$ cat src/rtl/mic_array_detector.sv
// Multi-channel sound detector: debounces CHANNELS mic inputs, classifies short/long sounds, arbitrates events, drives wake and buzzer.
// Optional MIC_DOUBLE_CLAP_EN: signal_awake fires only on the second event within CLAP_WINDOW cycles.
module mic_array_detector #(
  parameter int unsigned CHANNELS    = 2,
  parameter int unsigned DEBOUNCE    = 50,
  parameter int unsigned LONG_PULSE  = 1000,
  parameter int unsigned BUZZ_LEN    = 5000,
  parameter int unsigned BUZZ_HALF   = 25,
  parameter int unsigned CLAP_WINDOW = 2000
) (
  input  logic                                              clk,
  input  logic                                              rst,
  input  logic [CHANNELS-1:0]                               mic,
  input  logic                                              enable,
  output logic                                              signal_awake,
  output logic                                              event_valid,
  output logic [((CHANNELS > 1) ? $clog2(CHANNELS) : 1)-1:0] event_ch,
  output logic                                              event_long,
  output logic                                              buzzer,
  output logic                                              busy
);

  localparam int unsigned CH_W   = (CHANNELS > 1) ? $clog2(CHANNELS) : 1;
  localparam int unsigned CNT_W  = (DEBOUNCE > 1) ? $clog2(DEBOUNCE) : 1;
  localparam int unsigned WID_W  = $clog2(LONG_PULSE + 1);
  localparam int unsigned LEN_W  = $clog2(BUZZ_LEN + 1);
  localparam int unsigned HALF_W = $clog2(2 * BUZZ_HALF + 1);

  localparam logic [0:0] S_IDLE = 1'b0;
  localparam logic [0:0] S_BEEP = 1'b1;

  if (CHANNELS == 0 || CHANNELS > 8 || DEBOUNCE == 0 || BUZZ_LEN == 0 ||
      BUZZ_HALF == 0 || CLAP_WINDOW == 0) begin : g_param_check
    $error("mic_array_detector: parameter out of range");
  end

  logic [CHANNELS-1:0] sync1, sync2, deb, pending, long_q;
  logic [CNT_W-1:0]    deb_cnt [CHANNELS];
  logic [WID_W-1:0]    width   [CHANNELS];
  logic [CHANNELS-1:0] settle_c, rise_c, capture_c, gmask_c;
  logic [CH_W-1:0]     gidx_c;
  logic                any_c, found_c;

  // Debounce transitions and lowest-index grant
  always_comb begin
    settle_c = '0;
    gidx_c   = '0;
    found_c  = 1'b0;
    for (int i = 0; i < int'(CHANNELS); i++) begin
      settle_c[i] = (sync2[i] != deb[i]) && (deb_cnt[i] == CNT_W'(DEBOUNCE - 1));
      if (pending[i] && !found_c) begin
        found_c = 1'b1;
        gidx_c  = CH_W'(i);
      end
    end
    rise_c    = settle_c & sync2;
    capture_c = settle_c & ~sync2 & {CHANNELS{enable}};
    any_c     = |pending;
    gmask_c   = pending & (~pending + CHANNELS'(1));
  end

  // Per-channel sync, debounce, width measurement and capture
  always_ff @(posedge clk or negedge rst) begin
    if (!rst) begin
      sync1   <= '0;
      sync2   <= '0;
      deb     <= '0;
      pending <= '0;
      long_q  <= '0;
      for (int i = 0; i < int'(CHANNELS); i++) begin
        deb_cnt[i] <= '0;
        width[i]   <= '0;
      end
    end else begin
      sync1 <= mic;
      sync2 <= sync1;
      for (int i = 0; i < int'(CHANNELS); i++) begin
        if (sync2[i] == deb[i]) begin
          deb_cnt[i] <= '0;
        end else if (settle_c[i]) begin
          deb[i]     <= sync2[i];
          deb_cnt[i] <= '0;
        end else begin
          deb_cnt[i] <= deb_cnt[i] + 1'b1;
        end
        if (rise_c[i]) begin
          width[i] <= '0;
        end else if (deb[i] && width[i] != WID_W'(LONG_PULSE)) begin
          width[i] <= width[i] + 1'b1;
        end
        if (capture_c[i]) begin
          long_q[i] <= (width[i] >= WID_W'(LONG_PULSE));
        end
      end
      // A capture landing on the channel being granted re-arms it as a new event
      pending <= (pending & ~gmask_c) | capture_c;
    end
  end

  // Event port
  always_ff @(posedge clk or negedge rst) begin
    if (!rst) begin
      event_valid <= 1'b0;
      event_ch    <= '0;
      event_long  <= 1'b0;
    end else begin
      event_valid <= any_c;
      event_ch    <= any_c ? gidx_c : '0;
      event_long  <= |(long_q & gmask_c);
    end
  end

`ifdef MIC_DOUBLE_CLAP_EN
  localparam int unsigned WIN_W = $clog2(CLAP_WINDOW + 1);

  logic [WIN_W-1:0] win_cnt;
  logic             awake_q;

  // Window opens on an event; a second event inside it wakes and closes it
  always_ff @(posedge clk or negedge rst) begin
    if (!rst) begin
      win_cnt <= '0;
      awake_q <= 1'b0;
    end else if (any_c) begin
      if (win_cnt != '0) begin
        awake_q <= 1'b1;
        win_cnt <= '0;
      end else begin
        awake_q <= 1'b0;
        win_cnt <= WIN_W'(CLAP_WINDOW);
      end
    end else begin
      awake_q <= 1'b0;
      if (win_cnt != '0) win_cnt <= win_cnt - 1'b1;
    end
  end

  assign signal_awake = awake_q;
`else
  assign signal_awake = event_valid;
`endif

  logic [0:0]        state, state_d;
  logic [LEN_W-1:0]  len_q, len_d;
  logic [HALF_W-1:0] half_q, half_d, ph_q, ph_d;
  logic              buzz_d;

  // Buzzer FSM next state
  always_comb begin
    state_d = state;
    len_d   = len_q;
    half_d  = half_q;
    ph_d    = ph_q;
    buzz_d  = buzzer;
    case (state)
      S_IDLE: begin
        if (event_valid) begin
          state_d = S_BEEP;
          len_d   = LEN_W'(BUZZ_LEN);
          half_d  = event_long ? HALF_W'(2 * BUZZ_HALF) : HALF_W'(BUZZ_HALF);
          ph_d    = '0;
          buzz_d  = 1'b1;
        end
      end
      S_BEEP: begin
        if (ph_q >= half_q - 1'b1) begin
          ph_d   = '0;
          buzz_d = ~buzzer;
        end else begin
          ph_d = ph_q + 1'b1;
        end
        if (event_valid) begin
          len_d  = LEN_W'(BUZZ_LEN);
          half_d = event_long ? HALF_W'(2 * BUZZ_HALF) : HALF_W'(BUZZ_HALF);
        end else if (len_q == LEN_W'(1)) begin
          state_d = S_IDLE;
          len_d   = '0;
          ph_d    = '0;
          buzz_d  = 1'b0;
        end else begin
          len_d = len_q - 1'b1;
        end
      end
      default: begin
        state_d = S_IDLE;
        buzz_d  = 1'b0;
      end
    endcase
  end

  always_ff @(posedge clk or negedge rst) begin
    if (!rst) begin
      state  <= S_IDLE;
      len_q  <= '0;
      half_q <= '0;
      ph_q   <= '0;
      buzzer <= 1'b0;
    end else begin
      state  <= state_d;
      len_q  <= len_d;
      half_q <= half_d;
      ph_q   <= ph_d;
      buzzer <= buzz_d;
    end
  end

  assign busy = (state == S_BEEP);

endmodule

$ cat config.mk
export PLATFORM = sky130hd
export DESIGN_NAME = mic_array_detector
export DESIGN_NICKNAME = d
export VERILOG_FILES = /design/src/rtl/mic_array_detector.sv
export SDC_FILE = /design/constraint.sdc
export NUM_CORES = 1
export LEC_CHECK = 0
export CAP_MARGIN = 20
export CORE_ASPECT_RATIO = 0.6
export CORE_MARGIN = 2
export CORE_UTILIZATION = 35
export DETAILED_ROUTE_END_ITERATION = 10
export MAX_ROUTING_LAYER = met4
export PLACE_DENSITY = 0.58
export SYNTH_ARGS = -nofsm -noshare
export SYNTH_HDL_FRONTEND = slang
export SYNTH_SLANG_ARGS = --single-unit
$ cat constraint.sdc
create_clock -name clk -period 2.3 [get_ports clk]
set_clock_uncertainty 0.05 [all_clocks]
set_input_delay 0.23 -clock clk [delete_from_list [all_inputs] [get_ports clk]]
set_output_delay 0.23 -clock clk [all_outputs]
set_load 0.05 [all_outputs]
==> out/metrics.yaml, run 1 <==
yosysMostFrequentCell: "dfrtp_1"
synth_commonest_cells: "dfrtp_1, nor2_1, nand2_1"
synth_top_area_share: 0.4943
synth_area_leaders: "dfrtp_1, ha_1, nor2_1"
power_per_cell_area_nw_per_um2: 681.6
diodes: 0
final_max_slew_viol_count: 0
clock_sinks: 69
syn_area_um2: 3493
cts_tree: "done"
yosysSeqAreaShare: 0.4943
p_seq_frac: 0.438
yosysWarnings: 0
slew_headroom: 0.5708
synthArstFlopShare: 1.000
vias_per_cell: 4.909
post-synth-top-area-cell: "dfrtp_1"
die_area_um2: 10820
comb_power_share: 0.020
intPower_w: 0.002279
syn_inst: 353
cap_violations: 0
core_area_um2: 9774
place_congestion: 0.8255
hold_path.class: "input pin to asynchronous set/reset pin"
synth_cell_types: 49
required_ns: 2.45
setup_viol: 0
antenna_found_initial: 0
final_util: 0.4237
worst_setup_path_end_kind: "register"
die_h_um: 81.39
clockPowerShare: 0.541
post-route-drc-count: 0
hold_viol_final: 0
h-tree-depth: 3
grt_pass1_wl_um: 11670
avgSynthCellArea_um2: 9.896
swShare: 0.1928
first_global_vias: 2394
boundaryPins: 11
dr.pass1.iters: 4
path_max_fanout: 7
total_leakage_power_nw: 1.780
hpwl_um: 4530
fin_ws_ns: 0.1683
cts_max_path_buffers: 2
dp_slack_ns: 0.08256
cp.arrival_ns: 2.29
synth_ff_type: "dfrtp_1"
outcome: "finished clean"
wl_per_cell_um: 12.71
synth_seq_cells: 69
via_count: 2528
max_freq_mhz: 469.1
cts-root-buf: "clkbuf_16"
drtAntennaViolNets: 0
synth_edf_count: 0
max-vdd-ir-drop_uv: 487.0
dpl-instance-area_um2: 3794
period_share: 0.9268
die_w_um: 133.0
fin_nets: 400
rsz0062_at_grt: "no"
tightest_slew_ns: 0.6355
area_growth_syn_to_layout_pct: 18.55
worstSkewPairLatency_ns: 0.33
grt_max_degree: 58
synthesis.nets: 377
port_buffers: 10
drive_gt1_frac: 0.1079
std_cell_rows: 28
cts.clk_slew.worst_paths_ns: 0.05
worstSetupStartpointType: "register"
tns_ns: 0
worstSetupPathType: "register to register"
grt_overflow: 0
numCtsBuffers: 9
grtUsageTotal: 0.1419
initial_core_util: 0.3574
drt_wl_total_um: 6545
dr.first_iter.drc_count: 198
post-route-min-period_ns: 2.132
p_sw_w: 0.0005441
finalPower_w: 0.002823
fin_area_um2: 4141
final timing paths:
kind	cells after the start	slack (ns)	endpoint	startpoint
hold reg to reg	0	0.30	sync2[1]	sync1[1]
max in group asynchronous	3	1.31	deb_cnt[9]	rst
setup / recovery	8	0.17	ph_q[0]	half_q[3]
hold / removal	2	0.29	len_q[4]	rst
setup reg to reg	8	0.17	ph_q[0]	half_q[3]
min in group clk	1	0.29	sync1[1]	mic[1]
state kept, by name, summed over array words and instances (netlist names), 2 cells and up:
name     cells
deb          2
deb_cnt     12
half_q       3
len_q       13
long_q       2
pending      2
ph_q         6
sync1        2
sync2        2
width       20
power groups by stage:
| stage | clock, W | sequential [W] | combinational [W] |
|---|---|---|---|
| detailed placement | 0 | 0.00126 | 0.0000598 |
| CTS | 0.00157 | 0.00124 | 0.0000610 |
| finish | 0.00153 | 0.00124 | 0.0000574 |
| floorplan | 0 | 0.00126 | 0.0000190 |
| global route | 0.00163 | 0.00124 | 0.0000690 |
| global placement | 0 | 0.00126 | 0.0000581 |
area by class of cell:
cell class / instances / area [um2]
Fill cell: 921 / 5633
Multi-Input combinational cell: 261 / 1675
Tap cell: 135 / 168.9
Clock buffer: 12 / 266.5
Clock inverter: 3 / 67.56
Sequential cell: 69 / 1727
Timing Repair Buffer: 20 / 180.2
Inverter: 15 / 56.30
layer usage:
metal	GRT usage	part of all wire
met5	-	0
met4	0.05054	0.016
met3	0.04869	0.039
met2	0.1974	0.41
met1	0.1910	0.53
cell usage in the layout (no fill, tap or decap), drive strengths merged, types with 2 or more instances in the layout:
| master | instances |
|---|---|
| clkdlybuf4s50 | 7 |
| inv | 14 |
| o31ai | 2 |
| nand3 | 12 |
| nor2 | 55 |
| nor3b | 2 |
| nand2 | 31 |
| or2 | 3 |
| nor4 | 4 |
| a22oi | 2 |
| o41ai | 4 |
| xor2 | 14 |
| a21boi | 2 |
| or4 | 3 |
| o21a | 2 |
| dfrtp | 69 |
| a211oi | 3 |
| mux2 | 5 |
| nand2b | 3 |
| ha | 19 |
| and3 | 3 |
| a211o | 5 |
| o21ai | 16 |
| nor3 | 9 |
| or3 | 5 |
| xnor2 | 13 |
| nand3b | 4 |
| a21oi | 16 |
| buf | 12 |
| nand4 | 10 |
| bufinv | 2 |
| nor2b | 4 |
| clkbuf | 12 |
worst max-delay path: stages (launching register included):
cell	delay, ns
dfrtp_1	0.36
inv_1	0.08
ha_1	0.23
xnor2_1	0.18
ha_1	0.27
o21a_1	0.17
a21oi_1	0.17
o21ai_2	0.14
o41ai_1	0.36
logic make-up after synthesis:
family	Yosys count	synth area share
adders and majority gates	19	0.06805
buffers and inverters	23	0.02721
DFF	69	0.4943
xor gates and xnor gates	27	0.06769
and+or+nand+nor	153	0.2213
AOI/OAI and AO/OA	57	0.1053
muxes	5	0.01612
what timing repair did:
item | CTS | global route
endpoints found under the hold margin | 12 | 0
setup endpoints to repair | 0 | 6
setup buffers | 0 | 0
hold buffers | 1 | 0
resized for setup | 0 | 1
through the flow:
step                      hold slack, ns  std cells
after floorplan                  -0.1156        353
after global placement           0.09953        499
after detailed placement          0.1069        499
after CTS                         0.2761        515
after global routing              0.2852        515
final                             0.2893        515
No activity file was read; power rests on OpenSTA's default activity.
==> run 2: changes to the inputs <==
GPL_TIMING_DRIVEN = 0   (was default)
==> run 2 against run 1 <==
Compared with the run above:
- critical path depth is 3 lower
- cell count grew 0.19%
- register-to-register slack worse by 0.03 ns
- sequential cell count did not move
- first-iteration DRC count up 3.0%
- count of clock-buffer cells in the layout decreased by 1
- sequential power hardly changed
- clock power is 10% lower
- fmax decreased by 1.2%
- combinational power increased by 3.8%
- wire length rose by 2.1%
- non-clock buffer count unchanged
- critical path type unchanged
==> out/metrics.yaml, run 2 (synthesized netlist as in run 1, its figures left out) <==
boundaryPins: 11
cpMaxStageDelayCell: "dfrtp_1"
required_ns: 2.45
grt_pass1_wl_um: 11990
path_max_fanout: 6
period_share: 0.9384
rsz0062_at_grt: "no"
dp_slack_ns: 0.08338
hpwl_um: 4655
timing.critical_path.mode_cell: "nor2_1"
post-route-min-period_ns: 2.158
worstSkewPairLatency_ns: 0.33
diodes: 0
h-tree-depth: 3
grtUsageTotal: 0.1449
max-vdd-ir-drop_uv: 456.6
dr.pass1.iters: 4
hold_path.class: "input pin to asynchronous set/reset pin"
multi_input_area_um2: 1684
cts.clk_slew.worst_paths_ns: 0.05
place_congestion: 0.8291
setup_viol: 0
worstSetupPathType: "register to register"
crit_chain: "nor4_2 -> nand4_1 -> nor2_1 -> nor2_1 -> a32o_1"
core_area_um2: 9774
die_area_um2: 10820
area_growth_syn_to_layout_pct: 17.73
seq_area_um2: 1727
max_freq_mhz: 463.3
port_buffers: 10
tightest_slew_ns: 0.6121
cap_violations: 0
regToRegSetupSlack_ns: 0.14
worstSetupStartpointType: "register"
drive_gt1_frac: 0.09186
reg2reg_depth: 5
final_max_slew_viol_count: 0
final_common_cell: "dfrtp_1"
vias_per_cell: 4.903
slew_headroom: 0.5902
cts_tree: "done"
fin_ws_ns: 0.1417
r2r_start: "len_q[4]"
cp.arrival_ns: 2.31
clock_sinks: 69
grt_overflow: 0
top_register: "width"
wl_per_cell_um: 12.95
via_count: 2530
dr.first_iter.drc_count: 204
total_leakage_power_nw: 1.745
r2r_end: "ph_q[1]"
first_global_vias: 2516
cts_max_path_buffers: 2
grt_max_degree: 62
die_w_um: 133.0
finalPower_w: 0.002669
nFillCells: 937
drtAntennaViolNets: 0
numCtsBuffers: 9
initial_core_util: 0.3574
final_cell_mix: "dfrtp_1, nor2_1, nand2_1"
std_cell_rows: 28
fin_nets: 400
top_regs: "width: 20 flops, len_q: 13 flops, deb_cnt: 12 flops"
cts-root-buf: "clkbuf_16"
power_per_cell_area_nw_per_um2: 648.9
die_h_um: 81.39
worst_setup_path_end_kind: "register"
max_stage_delay_ns: 0.48
drt_wl_total_um: 6682
outcome: "finished clean"
post-route-drc-count: 0
largest_reg_flops: 20
antenna_found_initial: 0
hold_viol_final: 0
## run 2: cell count changes in the layout (fill, tap and decap cells not counted), sizes merged
cell / delta
clkinv: +3
buf: -6
bufinv: -1
clkdlybuf4s50: +2
clkbuf: +3
## run 2: layout make-up
| cell class | instances | area share |
|---|---|---|
| plain buffers | 8 | 0.009431 |
| flip-flops and latches | 69 | 0.4198 |
| well taps | 135 | 0.04107 |
| clock buffers | 11 | 0.05902 |
| clock inverters | 5 | 0.01460 |
| multi-input cells | 261 | 0.4095 |
| inverters | 15 | 0.01369 |
| repair buffers | 12 | 0.03286 |
## run 2: routing by layer
layer  global-route usage  wire length [um]  share of wire
met1               0.1927              3601           0.54
met2               0.2093              2732           0.41
met3              0.04619               276          0.041
met4              0.04946                72          0.011
met5                    -                 0              0
## run 2: worst max-delay path by stage
| stage | start | endpoint | slack, ns | cells past startpoint |
|---|---|---|---|---|
| after floorplan | half_q[3] | ph_q[2] | 0.33 | 8 |
| after global placement | rst | deb_cnt[1] | -1.51 | 1 |
| after detailed placement | half_q[3] | ph_q[1] | 0.08 | 8 |
| final | len_q[4] | ph_q[1] | 0.14 | 5 |
| after CTS | half_q[3] | ph_q[1] | 0.07 | 8 |
| after global routing | len_q[4] | ph_q[1] | 0.02 | 5 |
## run 2: power by group
part           internal (W)  leakage [nW]  switching [W]
Sequential          0.00123         0.883      0.0000105
Combinational     0.0000227         0.717      0.0000370
Clock              0.000870         0.146       0.000502
## run 2: worst max-delay path, delay by kind of cell, from the launching register on
kind               cells  cell delay (ns)
and+or+nand+nor        4             1.23
DFF                    1             0.48
AOI/OAI and AO/OA      1             0.28
## run 2: timing repair
action	CTS	global route
hold buffers	1	0
resized for setup	0	3
setup buffers	0	0
endpoints found under the hold margin	69	0
endpoints found under the setup margin	0	7
## run 2: metrics by stage
step / TNS (ns) / util / hold WS (ns) / area (um2) / cells
3_3_place_gp: -103.71 / 0.3849 / 0.2822 / 3762 / 498
5_1_grt: 0 / 0.4208 / 0.2220 / 4113 / 516
2_1_floorplan: 0 / - / -0.1156 / 3493 / 353
6_report: 0 / 0.4208 / 0.2238 / 4113 / 516
3_5_place_dp: 0 / 0.3875 / 0.02301 / 3787 / 499
4_1_cts: 0 / 0.4195 / 0.2150 / 4100 / 516
==> run 3: changes to the inputs <==
ABC_CLOCK_PERIOD_IN_PS = 2300   (was default)
MAX_ROUTING_LAYER = default   (was met4)
==> run 3 against run 2 <==
Compared with the run above:
- sequential cell count stayed put
- wire length hardly changed
- via count decreased by 0.95%
- critical path depth did not move
- cell area is the same
- combinational power barely moved
- critical path type unchanged
- fmax fell by 0.14%
- highest routed layer unchanged
==> out/metrics.yaml, run 3 (synthesized netlist as in run 1, its figures left out) <==
outcome: "finished clean"
worstSetupPathType: "register to register"
final_util: 0.4208
power_per_cell_area_nw_per_um2: 649.0
r2r_end: "ph_q[1]"
finalPower_w: 0.002669
grt_max_degree: 62
regToRegSetupSlack_ns: 0.14
cap_violations: 0
antenna_found_initial: 0
dr.first_iter.drc_count: 197
worstSetupStartpointType: "register"
post-route-drc-count: 0
rsz0062_at_grt: "no"
first_global_vias: 2505
vias_per_cell: 4.857
die_w_um: 133.0
worstSkewPairLatency_ns: 0.33
max-vdd-ir-drop_uv: 456.8
wl_per_cell_um: 12.96
area_growth_syn_to_layout_pct: 17.73
diodes: 0
final_cell_mix: "dfrtp_1, nor2_1, nand2_1"
cts.clk_slew.worst_paths_ns: 0.05
hold_path.class: "input pin to asynchronous set/reset pin"
port_buffers: 10
slew_headroom: 0.5873
clock_sinks: 69
period_share: 0.9396
std_cell_rows: 28
crit_start: "len_q[4]"
timing.hold.ws_ns: 0.2224
final_max_slew_viol_count: 0
tightest_slew_ns: 0.6163
grt_overflow: 0
post-route-min-period_ns: 2.161
cts_setup_buffers: 0
largest_reg_flops: 20
place_congestion: 0.8169
setup_viol: 0
cts_max_path_buffers: 2
boundaryPins: 11
cts-root-buf: "clkbuf_16"
required_ns: 2.45
drive_gt1_frac: 0.09186
grt_pass1_wl_um: 11980
max_freq_mhz: 462.7
via_count: 2506
hpwl_um: 4655
cts_tree: "done"
worst_setup_path_end_kind: "register"
drtAntennaViolNets: 0
die_area_um2: 10820
top_register: "width"
r2r_start: "len_q[4]"
final_common_cell: "dfrtp_1"
cp.arrival_ns: 2.32
core_area_um2: 9774
h-tree-depth: 3
die_h_um: 81.39
reg2reg_depth: 5
fin_nets: 400
path_max_fanout: 6
hold_viol_final: 0
numCtsBuffers: 9
top_regs: "width: 20 flops, len_q: 13 flops, deb_cnt: 12 flops"
dr.pass1.iters: 4
initial_core_util: 0.3574
total_leakage_power_nw: 1.745
grtUsageTotal: 0.1406
drt_wl_total_um: 6686
[run 3: cell counts in the layout (fill, tap and decap cells not counted)]
No cell type changed its count.
[run 3: power breakdown]
group	switching [W]	total, W	internal [W]
clock	0.000502	0.00137	0.000870
combinational	0.0000370	0.0000596	0.0000226
sequential	0.0000105	0.00124	0.00123
total	0.000550	0.00267	0.00212
[run 3: per-layer routing]
metal  vias to the layer above  wire length (um)  GRT usage
li1                       1281                 -          -
met1                      1186              3669     0.1942
met2                        31              2727     0.2073
met3                         8               215    0.04619
met4                         0                72    0.04946
met5                         -                 0          0
[run 3: repair_timing]
action                                 4_1_cts  5_1_grt
hold buffers                                 1        0
setup endpoints to repair                    0        7
resized for setup                            0        3
endpoints found under the hold margin       69        0
[run 3: final cells by class]
type	count	area, um2
multi-input cells	261	1684
clock inverters	5	60.06
well taps	135	168.9
flip-flops and latches	69	1727
repair buffers	12	135.1
plain buffers	8	38.79
clock buffers	11	242.7
fillers	937	5662
inverters	15	56.30
[run 3: how the worst max path moves through the flow]
stage,end,depth (start not counted),slack (ns)
2_1_floorplan,ph_q[2],8,0.33
3_3_place_gp,deb_cnt[1],1,-1.51
3_5_place_dp,ph_q[1],8,0.08
4_1_cts,ph_q[1],8,0.07
5_1_grt,ph_q[1],5,0.02
6_report,ph_q[1],5,0.14
[run 3: worst max-delay path, cell delays in order (launching register included)]
cell	delay, ns
dfrtp_1	0.48
nor4_2	0.47
nand4_1	0.30
nor2_1	0.38
nor2_1	0.08
a32o_1	0.28
[run 3: per-stage QoR]
step	instances	setup slack (ns)	cell area (um2)	TNS, ns
2_1_floorplan	353	0.3312	3493	0
3_3_place_gp	498	-1.510	3762	-103.71
3_5_place_dp	499	0.08338	3787	0
4_1_cts	516	0.06836	4100	0
5_1_grt	516	0.01729	4113	0
6_report	516	0.1388	4113	0
